`src/rtl/tia_hsync_decoder.sv`:
```
// TIA horizontal timing decoder: step counter, shadow LFSR, f3-style strobes and latches.
// Optional late HBLANK on HMOVE lines: define TIA_HSYNC_LATE_HBLANK_EN.
module tia_hsync_decoder #(
  parameter int STEPS     = 57,
  parameter int SHS_STEP  = 4,
  parameter int RHS_STEP  = 8,
  parameter int RCB_STEP  = 12,
  parameter int RHB_STEP  = 16,
  parameter int LRHB_STEP = 18,
  parameter int CNT_STEP  = 36
) (
  input  logic       clock,
  input  logic       reset,
  input  logic       advance,
  input  logic       rsync,
  input  logic       hmove_latch,
  output logic [5:0] count,
  output logic [5:0] poly,
  output logic       shb_n,
  output logic       rhb_n,
  output logic       shs_n,
  output logic       rhs_n,
  output logic       rcb_n,
  output logic       center,
  output logic       hsync,
  output logic       hblank
);

  logic       load;
  logic [5:0] nxt;
  logic       ent_shb;
  logic       ent_shs;
  logic       ent_rhs;
  logic       ent_rcb;
  logic       ent_rhb;
  logic       ent_lrhb;
  logic       ent_cnt;
  logic       rhb_hit;

  always_comb begin
    load = rsync | advance;
    nxt  = count;
    if (rsync)
      nxt = '0;
    else if (advance)
      nxt = (count == 6'(STEPS - 1)) ? '0 : count + 6'd1;
  end

  // An entry is any load, including rsync while already at 0.
  assign ent_shb  = load && (nxt == 6'd0);
  assign ent_shs  = load && (nxt == 6'(SHS_STEP));
  assign ent_rhs  = load && (nxt == 6'(RHS_STEP));
  assign ent_rcb  = load && (nxt == 6'(RCB_STEP));
  assign ent_rhb  = load && (nxt == 6'(RHB_STEP));
  assign ent_lrhb = load && (nxt == 6'(LRHB_STEP));
  assign ent_cnt  = load && (nxt == 6'(CNT_STEP));

`ifdef TIA_HSYNC_LATE_HBLANK_EN
  logic late;

  always_ff @(posedge clock or posedge reset) begin
    if (reset)
      late <= 1'b0;
    else if (ent_rhb)
      late <= hmove_latch;
  end

  assign rhb_hit = (ent_rhb && !hmove_latch) || (ent_lrhb && late);
`else
  logic unused_late;

  assign unused_late = hmove_latch | ent_lrhb;
  assign rhb_hit     = ent_rhb;
`endif

  always_ff @(posedge clock or posedge reset) begin
    if (reset) begin
      count <= '0;
      poly  <= '0;
    end else if (load) begin
      count <= nxt;
      poly  <= (nxt == 6'd0) ? 6'd0 : {poly[4:0], ~(poly[5] ^ poly[4])};
    end
  end

  always_ff @(posedge clock or posedge reset) begin
    if (reset) begin
      shb_n  <= 1'b1;
      rhb_n  <= 1'b1;
      shs_n  <= 1'b1;
      rhs_n  <= 1'b1;
      rcb_n  <= 1'b1;
      center <= 1'b0;
    end else begin
      shb_n  <= !ent_shb;
      rhb_n  <= !rhb_hit;
      shs_n  <= !ent_shs;
      rhs_n  <= !ent_rhs;
      rcb_n  <= !ent_rcb;
      center <= ent_cnt;
    end
  end

  // Reset side wins if both strobes are low together.
  always_ff @(posedge clock or posedge reset) begin
    if (reset) begin
      hsync  <= 1'b0;
      hblank <= 1'b1;
    end else begin
      if (!rhs_n)
        hsync <= 1'b0;
      else if (!shs_n)
        hsync <= 1'b1;
      if (!rhb_n)
        hblank <= 1'b0;
      else if (!shb_n)
        hblank <= 1'b1;
    end
  end

endmodule

```
`config.mk`:
```
export PLATFORM = sky130hd
export DESIGN_NAME = tia_hsync_decoder
export DESIGN_NICKNAME = d
export VERILOG_FILES = /design/src/rtl/tia_hsync_decoder.sv
export SDC_FILE = /design/constraint.sdc
export NUM_CORES = 1
export LEC_CHECK = 0
export CAP_MARGIN = 5
export CORE_MARGIN = 1
export CORE_UTILIZATION = 49
export CTS_CLUSTER_SIZE = 40
export DETAILED_ROUTE_END_ITERATION = 8
export GPL_TIMING_DRIVEN = 0
export PLACE_DENSITY = 0.78
export SLEW_MARGIN = 0
export SYNTH_ARGS = -nofsm -noshare
export SYNTH_HDL_FRONTEND = slang
export SYNTH_SLANG_ARGS = --single-unit
```
`constraint.sdc`:
```
create_clock -name clock -period 2.4 [get_ports clock]
set_input_delay 0.6 -clock clock [delete_from_list [all_inputs] [get_ports clock]]
set_output_delay 0.6 -clock clock [all_outputs]
set_load 0.02 [all_outputs]
```
Word-level counts from Yosys, hierarchy flattened
Cells that the tools add are included.

cells by class
  add/subtract/negate cells = 1
  eq/ne operators = 8
  mux-type cells = 8
  bitwise gates (word level) = 3
  reduce and logical (&&, ||, !) cells = 12

operator list
  operator                                        number
  2-to-1 mux 6 bit                                4
  == test 6 x 4 -> 1 bit (second input constant)  2
  == test 6 bit (second input constant)           2
  adder 6 x 1 -> 6 bit (second input constant)    1
  == test 6 x 3 -> 1 bit (second input constant)  1
  == test 6 x 5 -> 1 bit (second input constant)  1
  logical AND 1 bit                               6
  zero test 6 bit                                 1
  zero test 1 bit                                 5
  2-to-1 mux 1 bit                                4
  != test 2 bit (second input constant)           2
  NOT 1 bit                                       1
  bitwise OR 1 bit                                1
  bitwise XOR 1 bit                               1

storage, ports and cells
  flip-flop bits (word level) = 20
  input bits = 5
  output and inout bits = 20

Depth between registers and ports, before layout
Gate-level depths: netlist (run 1).

  depth after elaboration = 7
  gate-level depth with buffers = 8
  depth with buffers taken out = 8

Least setup slack after synthesis (run 1)
OpenSTA, ideal clock, no wires.

  kind = register to register
  start point = reg count[0]
  end point = reg poly[0]
  library setup time = 0.136 ns
  data arrival time = 1.692 ns
  data required time = 2.264 ns
  path slack = 0.572 ns
  cell stages (with the launch flop) = 7
  buffers on the path = 0
  clock period less this slack = 1.828 ns
  path through = dfrtp_1 ha_1 nand4_1 nor3_2 a211oi_2 a211oi_4 o31ai_1

between the ends
  longest elaborated chain between the ends = 6

RTL lines
  element                                                       line  RTL
  start, declared                                               17    output logic [5:0] count,
  start signal, assigned                                        81    count <= nxt;
  adder 6 x 1 -> 6 bit / == test 6 bit (equally long branches)  46    nxt = (count == 6'(STEPS - 1)) ? '0 : count + 6'd1;
  2-to-1 mux 6 bit                                              46
  2-to-1 mux 6 bit *                                            45    else if (advance)
  2-to-1 mux 6 bit *                                            43    if (rsync)
  zero test 6 bit *                                             82    poly <= (nxt == 6'd0) ? 6'd0 : {poly[4:0], ~(poly[5] ^ poly[4])};
  2-to-1 mux 6 bit *                                            82
  end signal, assigned                                          82
  end, declared                                                 18    output logic [5:0] poly,

Mark *: on every way between the ends. The rest lies on a longest branch, timed or not.
A chain may end at the register's enable or synchronous reset.

Worst setup path after layout (run 1)
  start point = in advance
  end point = reg center

between the ends
  longest elaborated chain between the ends = 4

RTL lines
  element               line  RTL
  start, declared       14    input logic advance,
  2-to-1 mux 6 bit      45
  2-to-1 mux 6 bit      43
  == test 6 bit         56    assign ent_cnt = load && (nxt == 6'(CNT_STEP));
  logical AND 1 bit *   56
  net ent_cnt           37    logic ent_cnt;
  end signal, assigned  100   center <= ent_cnt;
  end, declared         24    output logic center,

The timed path passes the listed nets; every way through them passes the cells marked *.

==> results of run 1 <==
==> power groups by stage <==
stage                     sequential (mW)  clock [mW]  combinational (mW)
after global routing                0.363       0.290               0.111
after floorplan                     0.379           0              0.0465
after CTS                           0.361       0.278               0.102
after detailed placement            0.367           0               0.101
after global placement              0.367           0              0.0992
final                               0.361       0.277               0.101
==> sequential cells by signal (all words and copies together) (netlist names) <==
| signal | cells |
|---|---|
| center | 1 |
| count | 6 |
| hblank | 1 |
| hsync | 1 |
| poly | 6 |
| rcb_n | 1 |
| rhb_n | 1 |
| rhs_n | 1 |
| shb_n | 1 |
| shs_n | 1 |
==> worst paths after layout <==
kind                           from       end  slack, ns  cells past startpoint
min reg2reg                  hblank    hblank       0.48                      2
max                         advance    center       0.24                      5
max in group asynchronous     reset   poly[2]       1.26                      2
min                          hblank    hblank       0.48                      2
max reg2reg                count[0]    center       0.36                      5
min in group asynchronous     reset  count[4]       0.70                      2
==> through the flow <==
stage          power, mW  area (um^2)
2_1_floorplan      0.426         1100
3_3_place_gp       0.466         1360
3_5_place_dp       0.468         1360
4_1_cts            0.741         1420
5_1_grt            0.764         1420
6_report           0.739         1420
==> cells by family (layout without fill, tap and decap cells) <==
| family | count (synthesis) | in the layout | share of synthesized area |
|---|---|---|---|
| xor gates and xnor gates | 5 | 5 | 0.0398 |
| AOI/OAI and AO/OA | 23 | 23 | 0.156 |
| buffers and inverters | 11 | 38 | 0.0512 |
| and+or+nand+nor | 51 | 51 | 0.259 |
| DFF | 20 | 20 | 0.462 |
| muxes | 1 | 1 | 0.00910 |
| adders and majority gates | 2 | 2 | 0.0227 |
==> synthesized netlist by cell type (3+ instances only) <==
cell,instances
xor2_1,4
nand4_1,3
a21oi_1,3
nor2_1,5
nor3_1,3
o21ai_1,5
dfstp_2,6
nand2_1,21
inv_1,5
or3_1,3
dfrtp_1,14
==> area by class of cell <==
| type | instances | share of cell area |
|---|---|---|
| plain buffers | 5 | 0.0239 |
| clock inverters | 1 | 0.0212 |
| flip-flops and latches | 20 | 0.359 |
| clock buffers | 3 | 0.0159 |
| inverters | 6 | 0.0159 |
| repair buffers | 23 | 0.163 |
| multi-input cells | 82 | 0.378 |
| well taps | 27 | 0.0239 |
==> metal layers <==
layer	vias to the layer above	routed length, um	global-route usage
met5	-	0	0
met4	0	29	0.0762
met3	5	72	0.0374
met2	22	1130	0.374
met1	445	1050	0.260
li1	447	-	-
==> worst max-delay path, stage by stage <==
cell and delay [ns]:
clkdlybuf4s50_1 0.60, buf_4 0.22, nor4b_1 0.54, a21boi_1 0.28
and3_1 0.17
==> results by stage, run 1 <==
Status:
- The run finished with clean final reports.

Layout:
- The area occupied by registers is around 500 um^2.
- The number of standard cells in the final layout excluding fillers is about 170.
- From synthesis to final layout, the design area changed by 28.8%.
- The fraction of final layout cells with drive strength greater than 1 is 0.179.
- At the end of the flow, the number of nets in the layout was 148.
- The footprint of the multi-input gates is between 500 and 600 um^2.
- The number of inserted diodes is 0.
- The most frequent standard cell in the layout excluding fill and tap cells is clkdlybuf4s50_1.
- The library cells used most frequently in the layout, excluding fill and tap cells, are 23 x clkdlybuf4s50_1, 21 x nand2_1, 14 x dfrtp_1.
- The fill cell total of the finished layout is around 170.
- The post-layout utilization of the core is 0.694.

Synth:
- By area the synthesized netlist is led by dfrtp_1 32%, dfstp_2 14%, nand2_1 7.2%, xor2_1 3.2%, a211oi_2 2.3%.
- The number of synthesized flops with an enable pin is 0.
- The fraction of registers with async set/reset is 1.00.
- Of the post-synthesis cell area, the dominant cell type holds 0.319.
- Of the synthesized area, sequential elements account for 0.462.
- The cell count after synthesis came out at roughly 110.
- Summed over all instances, the cell type with the most area after synthesis is dfrtp_1.
- After synthesis the netlist holds a flip-flop and latch count of 20.
- The post-synthesis instance area is about 0.0011 mm^2.
- The synthesized net count is 120.
- Dividing the synthesized area by the synthesized cell count gives between 9 and 10 um^2.
- The total number of yosys warnings is 0.
- In the synthesized netlist the dominant register cell turns out to be dfrtp_1.
- The number of different library cells used by synthesis comes to 39.

Clock network:
- The number of setup buffers added after CTS is 0.
- The number of buffers created by CTS is 3.
- In this run, post-CTS hold repair placed 0 buffers.
- The tree built by TritonCTS fans out to 20 sinks.
- The number of gates resized after CTS is 0.
- The maximum buffer depth of the clock tree is 2.
- The clock input transition at the sequential cells of the worst setup and hold paths is around 0.12 ns.
- CTS built an H-tree with a depth of 1.
- The clock reaches the later pin of the worst-skew pair after about 0.3 ns.
- TritonCTS built the clock tree.
- The master cell of the clock root buffer is clkbuf_4.

Power:
- Of the total power, combinational logic draws 0.137.
- Of the total power, the share spent switching nets is 0.241.
- The share of total power dissipated in the clock network is 0.374.
- The internal power component is 0.561 mW.
- The share of total power dissipated in sequential elements is 0.489.
- For this design the static power due to leakage is 0.554 nW.
- The maximum VDD drop is roughly 0.00036 V.
- The power dissipated by switching net loads is ~0.18 mW.
- The areal power density over the cells is about 520 mW/mm^2.

Min path:
- The worst hold-check path type is flip-flop to flip-flop.

Setup path:
- The kind of end point of the critical path is a flip-flop.
- STA classifies the critical path startpoint as a primary input.
- Of all nets on the critical path, the largest fanout is 10.
- At the worst endpoint, the required time is ~2.7 ns.
- STA puts the critical path data arrival time at approximately 2.4 ns.
- The path type of the worst setup path is primary input to flip-flop.

Placement:
- The detailed placer's ending HPWL is between 1.5 and 2 mm.
- The placer congestion estimate is between 0.9 and 1.
- At the placement stage, the worst setup path has a slack of -0.0324 ns.
- The total instance count after detailed placement is between 150 and 200.
- In this run the tool buffered the top-level ports with 23 buffer cells.

Floorplanning:
- The die covers approximately 0.0024 mm^2.
- The floorplan has 16 rows.
- For this configuration, the core starts out at a cell density of 0.539.
- The horizontal die dimension is between 40 and 50 um.
- The number of top-level pins is 25.
- In this run the vertical extent of the chip is between 40 and 50 um.
- The region available for standard cell placement spans between 0.002 and 0.0025 mm^2.

Timing:
- The final-report hold violation count is 0.
- The final-report max-slew violation count is 0.
- The worst slew margin relative to its limit is 0.531.
- The transition at the pin with the smallest max-transition slack is 0.703 ns.
- Setup violations remaining at the end of the flow were counted as 0.
- The worst path setup slack after routing is between 0.2 and 0.25 ns.
- After routing, the total negative slack on setup checks comes to 0 ns.
- The highest attainable clock frequency is ~460 MHz.
- Across the routed clock network, the largest skew measured is roughly 0.00056 ns.
- Setup repair after global routing left no endpoint under its margin.
- The worst-case hold slack is 0.479 ns.
- The fraction of the cycle the final worst path needs is 0.901.
- The worst path in the final design needs a cycle of about 2.2 ns, including I/O delays and setup.

GRT:
- The global routing usage summed across all routing layers is 0.213.
- The via count of the first global-routing pass is roughly 940.
- The pin count of the biggest net entering global routing is 21.
- The global-route wire length before repair is slightly below 4 mm.
- The initial antenna violation count is 0.
- The remaining global-route overflow is 0.

Drt:
- The count of nets left with antenna violations once routing finished came out at 0.
- Dividing the detail-routed via count by the number of cells gives approximately 5.5.
- The count of routing violations after the opening detailed-route iteration is 21.
- The detailed-route DRC error count is 0.
- The average wire length per cell after detail routing is roughly 14 um.
- The first detailed-routing pass ran for 4 iterations.
- The number of vias after detailed routing is just over 900.
- For this block, the routed nets add up to about 2.3 mm of wire.

Job:
- The tool flagged a number of max-cap violations equal to 0.
Power figures use the tool's default switching activity.
==> inputs of run 2 (changes only) <==
--- a/config.mk
+++ b/config.mk
@@ -8,8 +8,8 @@
 export CAP_MARGIN = 5
 export CORE_MARGIN = 1
 export CORE_UTILIZATION = 49
-export CTS_CLUSTER_SIZE = 40
 export DETAILED_ROUTE_END_ITERATION = 8
+export GPL_ROUTABILITY_DRIVEN = 1
 export GPL_TIMING_DRIVEN = 0
 export PLACE_DENSITY = 0.78
 export SLEW_MARGIN = 0
==> results of run 2 <==
Same layout as run 1: the final DEF is identical, and so are final timing and power.
